File: config.mk
export PLATFORM = sky130hd
export DESIGN_NAME = pwm_multi
export DESIGN_NICKNAME = d
export VERILOG_FILES = /design/src/rtl/pwm_pkg.sv /design/src/rtl/pwm_channel.sv /design/src/rtl/pwm_multi.sv
export SDC_FILE = /design/constraint.sdc
export NUM_CORES = 1
export LEC_CHECK = 0
export ABC_CLOCK_PERIOD_IN_PS = 6400
export CORE_ASPECT_RATIO = 1.5
export CORE_MARGIN = 4
export CORE_UTILIZATION = 30
export DETAILED_ROUTE_END_ITERATION = 7
export PLACE_DENSITY_LB_ADDON = 0.25
export SETUP_SLACK_MARGIN = 0.02
export SYNTH_ARGS = -nofsm -noshare
export SYNTH_HDL_FRONTEND = slang
export SYNTH_SLANG_ARGS = --single-unit
File: constraint.sdc
create_clock -name clk -period 6.4 [get_ports clk]
set_clock_uncertainty 0.1 [all_clocks]
set_input_delay 1.6 -clock clk [delete_from_list [all_inputs] [get_ports clk]]
set_output_delay 1.6 -clock clk [all_outputs]
set_load 0.05 [all_outputs]
File: src/rtl/pwm_pkg.sv
// Shared defaults and helpers for the multi-channel PWM generator.
package pwm_pkg;

  localparam int unsigned PWM_DWIDTH = 8;
  localparam int unsigned PWM_NCH    = 4;

  function automatic int unsigned chw(input int unsigned n);
    return (n <= 1) ? 1 : $clog2(n);
  endfunction

endpackage

File: src/rtl/pwm_channel.sv
// One PWM channel: double-buffered duty (shadow/active), compare against the
// shared counter, registered output with per-channel polarity.
module pwm_channel
  import pwm_pkg::*;
#(
  parameter int DWIDTH = PWM_DWIDTH
) (
  input  logic              clk,
  input  logic              rst,
  input  logic              load,
  input  logic              wr,
  input  logic [DWIDTH-1:0] wr_data,
  input  logic [DWIDTH-1:0] cnt,
  input  logic              pol,
  input  logic              gate,
  output logic              out
);

  logic [DWIDTH-1:0] duty_sh_q;
  logic [DWIDTH-1:0] duty_act_q;
  logic              out_q;
  logic              out_d;
  logic              live_q;

  always_comb begin
    out_d = pol ^ (gate && (duty_act_q > cnt));
  end

  // load copies the pre-write shadow, so a write on the boundary edge waits a period
  always_ff @(posedge clk or posedge rst) begin
    if (rst) begin
      duty_sh_q  <= '0;
      duty_act_q <= '0;
      out_q      <= 1'b0;
      live_q     <= 1'b0;
    end else begin
      if (wr) begin
        duty_sh_q <= wr_data;
      end
      if (load) begin
        duty_act_q <= duty_sh_q;
      end
      out_q  <= out_d;
      live_q <= 1'b1;
    end
  end

  // Until the first registered update the pad follows the idle level directly.
  assign out = live_q ? out_q : pol;

endmodule

File: src/rtl/pwm_multi.sv
// N-channel PWM generator: shared period counter, period shadow, write
// decode, period-start sync and out-of-range write error pulse.
module pwm_multi
  import pwm_pkg::*;
#(
  parameter int DWIDTH = PWM_DWIDTH,
  parameter int NCH    = PWM_NCH,
  parameter int CHW    = chw(NCH)
) (
  input  logic              clk,
  input  logic              rst,
  input  logic              en,
  input  logic [DWIDTH-1:0] period,
  input  logic              wr_en,
  input  logic [CHW-1:0]    wr_ch,
  input  logic [DWIDTH-1:0] wr_data,
  input  logic [NCH-1:0]    pol,
  output logic [NCH-1:0]    out,
  output logic              sync,
  output logic              wr_err
);

  localparam logic [CHW:0] NCH_L = (CHW+1)'(NCH);

  logic [DWIDTH-1:0] cnt_q, cnt_d;
  logic [DWIDTH-1:0] per_act_q, per_act_d;
  logic              sync_q, sync_d;
  logic              wr_err_q, wr_err_d;
  logic              run;
  logic              load;

  // Disabled or zero period both collapse into continuous reload with idle outputs.
  always_comb begin
    run       = en && (per_act_q != '0);
    load      = !run || (cnt_q == per_act_q - DWIDTH'(1));
    cnt_d     = load ? '0 : cnt_q + DWIDTH'(1);
    per_act_d = load ? period : per_act_q;
    sync_d    = run && (cnt_q == '0);
    wr_err_d  = wr_en && ({1'b0, wr_ch} >= NCH_L);
  end

  always_ff @(posedge clk or posedge rst) begin
    if (rst) begin
      cnt_q     <= '0;
      per_act_q <= '0;
      sync_q    <= 1'b0;
      wr_err_q  <= 1'b0;
    end else begin
      cnt_q     <= cnt_d;
      per_act_q <= per_act_d;
      sync_q    <= sync_d;
      wr_err_q  <= wr_err_d;
    end
  end

  assign sync   = sync_q;
  assign wr_err = wr_err_q;

  for (genvar i = 0; i < NCH; i++) begin : g_ch
    pwm_channel #(
      .DWIDTH(DWIDTH)
    ) u_ch (
      .clk    (clk),
      .rst    (rst),
      .load   (load),
      .wr     (wr_en && (wr_ch == CHW'(i))),
      .wr_data(wr_data),
      .cnt    (cnt_q),
      .pol    (pol[i]),
      .gate   (run),
      .out    (out[i])
    );
  end

endmodule

==> summary.md, run 1 <==
| Metric | Value |
|---|---|
| Fin cells | 755 |
| Die Area | 20500 sq um |
| Crit path DAT | 3.08 ns |
| Setup_tns | 0 ns |
| Area of the multi-input gates | 2990 sq um |
| Worst reg2reg setup slack | 2.97 ns |
| Final ANT Viol Nets | 0 |
| Crit path from | pol[2] |
| CTS Sinks | 86 |
| Drt initial violations | 308 |
| Worst Path Max Fanout | 2 |
| Total detailed-routing wirelength | 16.1 mm |
| Pre-CTS setup slack | 1.61 ns |
| CTS Root Cell | clkbuf_16 |
| Clk_lat worst skew | 0.34 ns |
| DP HPWL | 10.0 mm |
| Diodes inserted | 0 |
| Post-synthesis sequential area ratio | 39.3% |
| Largest net degree at the start of global routing | 53 |
| Share of cells above drive strength 1 | 12.6% |
| Syn. warnings | 0 |
| Worst Path Required | 4.70 ns |
| Startpoint Class | primary input |
| Hold Buf Count CTS | 0 |
| FF/Latch Area | 2150 sq um |
| Max H-tree Level | 3 |
| Crit path kind | primary input to primary output |
| Clock-pin slew on the worst setup and hold paths | 0.06 ns |
| Worst R2R End | g_ch[1].u_ch.duty_act_q[3] |
| Worst vdd ir | 0.128 mV |
| Setup bufs post-CTS | 0 |
| Crit path to | out[2] |
| Max-cap violation count | 0 |
| DRC Markers | 0 |
| CTS tree | yes |
| Actual slew at the worst max-slew pin | 0.939 ns |
| Initial Utilization | 30.5% |
| Final hold viol count | 0 |
| Final min period | 4.78 ns |
| Max clock buf depth | 2 |
| Post_cts resized | 0 |
| Total GRT Usage | 15.8% |
| Syn nets | 596 |
| Fin worst setup slack | 1.62 ns |
| Vias/cell | 5.76 |
| Crit end category | primary output |
| Slew headroom | 37.4% |
| Syn_area_per_cell | 10.2 sq um |
| Initial antenna violation count | 0 |
| Dpl cells | 739 |
| Wirelength per Cell | 21.3 um |
| I/O Buffers | 30 |
| Static leakage | 0.00250 uW |
| F_max | 0.209 GHz |
| Die Y-Extent | 173 um |
| Standard-cell rows | 60 |
| Mapped Area | 5470 sq um |
| Gr ovfl total | 0 |
| Final Slew Violations | 0 |
| HP Class | flip-flop to flip-flop |
| Power per cell area | 306 nW/um^2 |
| Vias in the first global route | 4576 |
| Post-synthesis instance total | 534 |
| Final setup fails | 0 |
| Via Count | 4350 |
| RR Startpoint | per_act_q[2] |
| Flops & latches, synth | 86 |
| Tcrit/Tclk final | 74.7% |
| RSZ-0062 raised after global routing | no |
| Worst Reg-to-Reg Cells | 6 |
| First-pass GRT wire length | 25.9 mm |
| Num ports | 32 |
| Filler Cells Inserted | 1772 |
| Area Growth Syn to Fin | 12.4% |
| Die X | 118 um |
| Gpl congestion | 0.787 |
| Number of buffers created by CTS | 9 |
| DR pass1 iterations | 4 |
| Nets | 595 |
| Status | finished clean |
| Synth cell types | 43 |
| Core Area | 17900 sq um |
==> cells in the mapped netlist, drive strengths merged <==
library cell | count | share of area (%)
mux2i | 1 | 0.18
nand4 | 41 | 4.7
xor2 | 9 | 1.4
ha | 36 | 8.2
a21boi | 40 | 5.5
inv | 23 | 1.6
or4b | 1 | 0.25
nor3 | 11 | 1.0
mux2 | 36 | 7.4
o21bai | 1 | 0.14
and4 | 4 | 0.64
a2bb2oi | 40 | 6.4
o31ai | 1 | 0.23
nand3 | 9 | 0.82
and3 | 4 | 0.46
or4 | 1 | 0.14
a21oi | 9 | 0.82
conb | 2 | 0.14
a22oi | 1 | 0.14
clkbuf | 32 | 2.7
nor3b | 3 | 0.41
xnor2 | 11 | 1.8
o31a | 1 | 0.16
o41ai | 1 | 0.50
nand2 | 41 | 3.0
nor4b | 2 | 0.43
o22ai | 5 | 0.57
a221oi | 4 | 0.64
nor2 | 6 | 0.41
nand2b | 2 | 0.23
buf | 16 | 2.4
o211ai | 41 | 5.6
nand3b | 2 | 0.27
a21o | 8 | 1.1
dfrtp | 86 | 39
o21ai | 3 | 0.27
==> cells in the final DEF, fill, tap and decap left out, drive strengths merged, types with 23 or more instances in the layout <==
master | netlist | layout
a21boi | 40 | 40
a2bb2oi | 40 | 40
clkdlybuf4s50 | 0 | 30
dfrtp | 86 | 86
ha | 36 | 36
inv | 23 | 23
mux2 | 36 | 36
nand2 | 41 | 41
nand4 | 41 | 41
o211ai | 41 | 41
==> how the worst min path moves through the flow <==
stage	from	to	slack, ns	depth (start not counted)
after floorplan	g_ch[3].u_ch.duty_sh_q[3]	g_ch[3].u_ch.duty_act_q[3]	0.39	2
after global placement	g_ch[1].u_ch.duty_sh_q[2]	g_ch[1].u_ch.duty_act_q[2]	0.40	2
after detailed placement	g_ch[0].u_ch.duty_sh_q[7]	g_ch[0].u_ch.duty_sh_q[7]	0.42	1
after CTS	g_ch[0].u_ch.duty_sh_q[7]	g_ch[0].u_ch.duty_sh_q[7]	0.43	1
after global routing	g_ch[2].u_ch.duty_sh_q[5]	g_ch[2].u_ch.duty_sh_q[5]	0.45	1
final	g_ch[3].u_ch.duty_sh_q[0]	g_ch[3].u_ch.duty_sh_q[0]	0.43	1
==> power by group <==
| group | total (uW) | internal [uW] | switching, uW | leakage [uW] |
|---|---|---|---|---|
| sequential | 743 | 655 | 88.8 | 0.00103 |
| clock | 542 | 314 | 228 | 0.000146 |
| combinational | 597 | 265 | 332 | 0.00132 |
| total | 1880 | 1230 | 649 | 0.00250 |
==> state kept, by name, summed over array words and instances (netlist names) <==
| register | count |
|---|---|
| g_ch.u_ch.duty_act_q | 32 |
| g_ch.u_ch.live_q | 1 |
| per_act_q | 8 |
| g_ch.u_ch.out_q | 4 |
| g_ch.u_ch.duty_sh_q | 32 |
| cnt_q | 8 |
| sync | 1 |
==> worst max-delay path, cell delays in order <==
cell and delay (ns):
clkdlybuf4s50_1 0.51, mux2_2 0.17, clkdlybuf4s50_1 0.80
==> metrics by stage <==
step           power [uW]  hold slack, ns  utilization, %  instance area [sq um]
2_1_floorplan        1190           0.393               -                   5470
3_3_place_gp         1330           0.404            32.6                   5850
3_5_place_dp         1350           0.415            32.6                   5850
4_1_cts              1890           0.432            34.3                   6150
5_1_grt              1990           0.449            34.3                   6150
6_report             1880           0.430            34.3                   6150
==> area by class of cell <==
class	instances	share of cell area, %
Multi-Input combinational cell	377	48.7
Sequential cell	86	35.0
Timing Repair Buffer	36	5.62
Tap cell	217	4.42
Clock buffer	11	3.95
Inverter	23	1.42
Clock inverter	5	0.916
==> layer usage <==
layer / wire length [um] / track usage, % / vias up
li1: - / - / 2001
met2: 8640 / 29.2 / 91
met3: 420 / 1.96 / 24
met4: 381 / 6.11 / 0
met1: 6640 / 18.5 / 2234
met5: 0 / 0 / -
==> kinds of logic after synthesis <==
family | after synthesis | share of synthesized area (%)
AO/OA/AOI/OAI | 155 | 22.1
AND/OR/NAND/NOR | 127 | 12.7
flip-flops | 86 | 39.3
buffers and inverters | 71 | 6.68
multiplexers | 37 | 7.59
adder cells (fa/ha/maj) | 36 | 8.23
XOR/XNOR | 20 | 3.20
other | 2 | 0.137
Power figures use the tool's default switching activity.
==> inputs of run 2 (changes only) <==
--- a/config.mk
+++ b/config.mk
@@ -5,7 +5,7 @@
 export SDC_FILE = /design/constraint.sdc
 export NUM_CORES = 1
 export LEC_CHECK = 0
-export ABC_CLOCK_PERIOD_IN_PS = 6400
+export ABC_CLOCK_PERIOD_IN_PS = 4200
 export CORE_ASPECT_RATIO = 1.5
 export CORE_MARGIN = 4
 export CORE_UTILIZATION = 30
==> constraint.sdc (replaced) <==
create_clock -name clk -period 4.2 [get_ports clk]
set_clock_uncertainty 0.1 [all_clocks]
set_input_delay 1.05 -clock clk [delete_from_list [all_inputs] [get_ports clk]]
set_output_delay 1.05 -clock clk [all_outputs]
set_load 0.05 [all_outputs]
==> summary.md, run 2 (same netlist as run 1, synthesis figures left out) <==
| Metric | Value |
|---|---|
| Status | finished clean (unchanged) |
| Slowest CP cell | clkdlybuf4s50_1 (unchanged) |
| Vias in the first global route | 4697 (was 4576) |
| Regs by FF count | g_ch.u_ch.duty_act_q x32, g_ch.u_ch.duty_sh_q x32 (unchanged) |
| Hold Crit Depth | 1 (unchanged) |
| Hold Buf Count CTS | 0 (unchanged) |
| Cells along the critical path | clkdlybuf4s50_1 -> mux2_2 -> clkdlybuf4s50_1 (unchanged) |
| Fin cells | 759 (was 755) |
| Final min period | 3.65 ns |
| CTS Root Cell | clkbuf_16 (unchanged) |
| Share of cells above drive strength 1 | 12.5% (was 12.6%) |
| F_max | 0.274 GHz |
| CTS tree | yes (unchanged) |
| Crit path buffers/inverters | 2 (unchanged) |
| DP HPWL | 10.5 mm (was 10.0 mm) |
| Clk_lat worst skew | 0.34 ns (about the same) |
| HP Class | flip-flop to flip-flop (unchanged) |
| Top delay family on crit path | buffers and inverters (unchanged) |
| Combinational power share | 31.7% (about the same) |
| Actual slew at the worst max-slew pin | 0.937 ns (was 0.939 ns) |
| Instance count on the critical path | 3 (unchanged) |
| DR pass1 iterations | 4 (unchanged) |
| Die Area | 20500 sq um (unchanged) |
| Dpl cells | 743 (was 739) |
| Vias/cell | 5.75 (was 5.76) |
| Largest net degree at the start of global routing | 58 (was 53) |
| CTS Sinks | 86 (unchanged) |
| Clock Power Share | 28.3% (was 28.8%) |
| Gpl congestion | 0.816 (was 0.787) |
| RSZ-0062 raised after global routing | no (unchanged) |
| Final ANT Viol Nets | 0 (unchanged) |
| Power per cell area | 462 nW/um^2 (was 306 nW/um^2) |
| Final Slew Violations | 0 (unchanged) |
| Max clock buf depth | 2 (unchanged) |
| Total GRT Usage | 15.3% (was 15.8%) |
| Area Growth Syn to Fin | 12.9% (was 12.4%) |
| DRC Markers | 0 (unchanged) |
| Post_cts resized | 0 (unchanged) |
| Setup bufs post-CTS | 0 (unchanged) |
| Slew headroom | 37.5% (was 37.4%) |
| Initial Utilization | 30.5% (unchanged) |
| Commonest non-fill, non-tap cell in the layout | dfrtp_1 (unchanged) |
| Sw Ratio | 34.5% (about the same) |
| Diodes inserted | 0 (unchanged) |
| Worst Reg-to-Reg Cells | 5 (was 6) |
| Int Power | 1870 uW (was 1230 uW) |
| Worst Path Max Fanout | 2 (unchanged) |
| Worst Path Required | 3.05 ns (was 4.70 ns) |
| Clock-pin slew on the worst setup and hold paths | 0.06 ns (about the same) |
| Final setup fails | 0 (unchanged) |
| Most frequent CP cell | clkdlybuf4s50_1 (unchanged) |
| Num ports | 32 (unchanged) |
| Gr ovfl total | 0 (unchanged) |
| Worst vdd ir | 0.200 mV (was 0.128 mV) |
| Seq pwr share | 40.0% (was 39.5%) |
| Setup_tns | 0 ns (unchanged) |
| Standard-cell rows | 60 (unchanged) |
| Crit end category | primary output (unchanged) |
| Core Area | 17900 sq um (unchanged) |
| Max H-tree Level | 3 (unchanged) |
| Number of buffers created by CTS | 9 (unchanged) |
| Wirelength per Cell | 20.3 um (was 21.3 um) |
| Total detailed-routing wirelength | 15.4 mm (was 16.1 mm) |
| I/O Buffers | 30 (unchanged) |
| Via Count | 4365 (was 4350) |
| Initial antenna violation count | 0 (unchanged) |
| Nets | 599 (was 595) |
| Startpoint Class | primary input (unchanged) |
| Slowest stage delay, CP | 0.79 ns (was 0.80 ns) |
| Die Y-Extent | 173 um (unchanged) |
| Commonest cells after routing, fill and taps aside | dfrtp_1 (86), o211ai_1 (41), nand4_1 (41) (unchanged) |
| First-pass GRT wire length | 25.2 mm (was 25.9 mm) |
| Drt initial violations | 392 (was 308) |
| Crit path DAT | 2.50 ns (was 3.08 ns) |
| Psw | 985 uW (was 649 uW) |
| Static leakage | 0.00251 uW (was 0.00250 uW) |
| Final hold viol count | 0 (unchanged) |
| Max-cap violation count | 0 (unchanged) |
| Crit path kind | primary input to primary output (unchanged) |
| Tcrit/Tclk final | 87.0% |
| Die X | 118 um (unchanged) |
-- run 2: cell types whose count changed in the layout (fill, tap and decap cells not counted), sizes merged --
cell and delta:
clkinv -1, clkinvlp +1, buf +4
-- run 2: final cells by class --
type                       instances  area [sq um]
clock inverter                     5          58.8
multi-input combinational        377          2980
inverter                          23          87.6
tap                              217           272
sequential                        86          2150
fill                            1766         11800
timing repair buffer              40           388
clock buffer                      11           233
-- run 2: final timing paths --
kind	slack, ns	start	endpoint
max	0.55	pol[0]	out[0]
min reg2reg	0.43	g_ch[0].u_ch.duty_sh_q[0]	g_ch[0].u_ch.duty_sh_q[0]
max in group asynchronous	2.30	rst	cnt_q[6]
max reg2reg	0.89	per_act_q[2]	cnt_q[4]
min in group asynchronous	0.97	rst	g_ch[2].u_ch.duty_sh_q[2]
min	0.43	g_ch[0].u_ch.duty_sh_q[0]	g_ch[0].u_ch.duty_sh_q[0]
-- run 2: per-stage QoR --
| stage | power, uW | util, % | hold WS (ns) | setup WS (ns) | area [sq um] |
|---|---|---|---|---|---|
| finish | 2850 | 34.4 | 0.434 | 0.547 | 6170 |
| global route | 3030 | 34.4 | 0.441 | 0.505 | 6170 |
| CTS | 2880 | 34.4 | 0.435 | 0.529 | 6170 |
| detailed placement | 2060 | 32.8 | 0.417 | 0.529 | 5880 |
| global placement | 2030 | 32.8 | 0.411 | 0.534 | 5880 |
| floorplan | 1810 | - | 0.393 | 0.828 | 5470 |
-- run 2: power by group through the flow --
stage / Clock, uW / Combinational (uW) / Sequential, uW
after floorplan: 0 / 709 / 1100
after global placement: 0 / 871 / 1160
after detailed placement: 0 / 906 / 1160
after CTS: 829 / 909 / 1140
after global routing: 859 / 1010 / 1160
final: 809 / 905 / 1140
-- run 2: worst register-to-register path, cell delays in order (launching register included) --
cell and delay (ns):
dfrtp_1 0.47, or4_1 0.66, or4b_4 0.85, nand2_4 0.53
and4_1 0.45, nor3_1 0.09
-- run 2: metal layers --
metal,GRT usage (%),part of all wire [%],up-vias
li1,-,-,2015
met1,17.4,40,2200
met2,28.1,54,126
met3,2.15,3.9,24
met4,6.99,2.3,0
met5,0,0,-
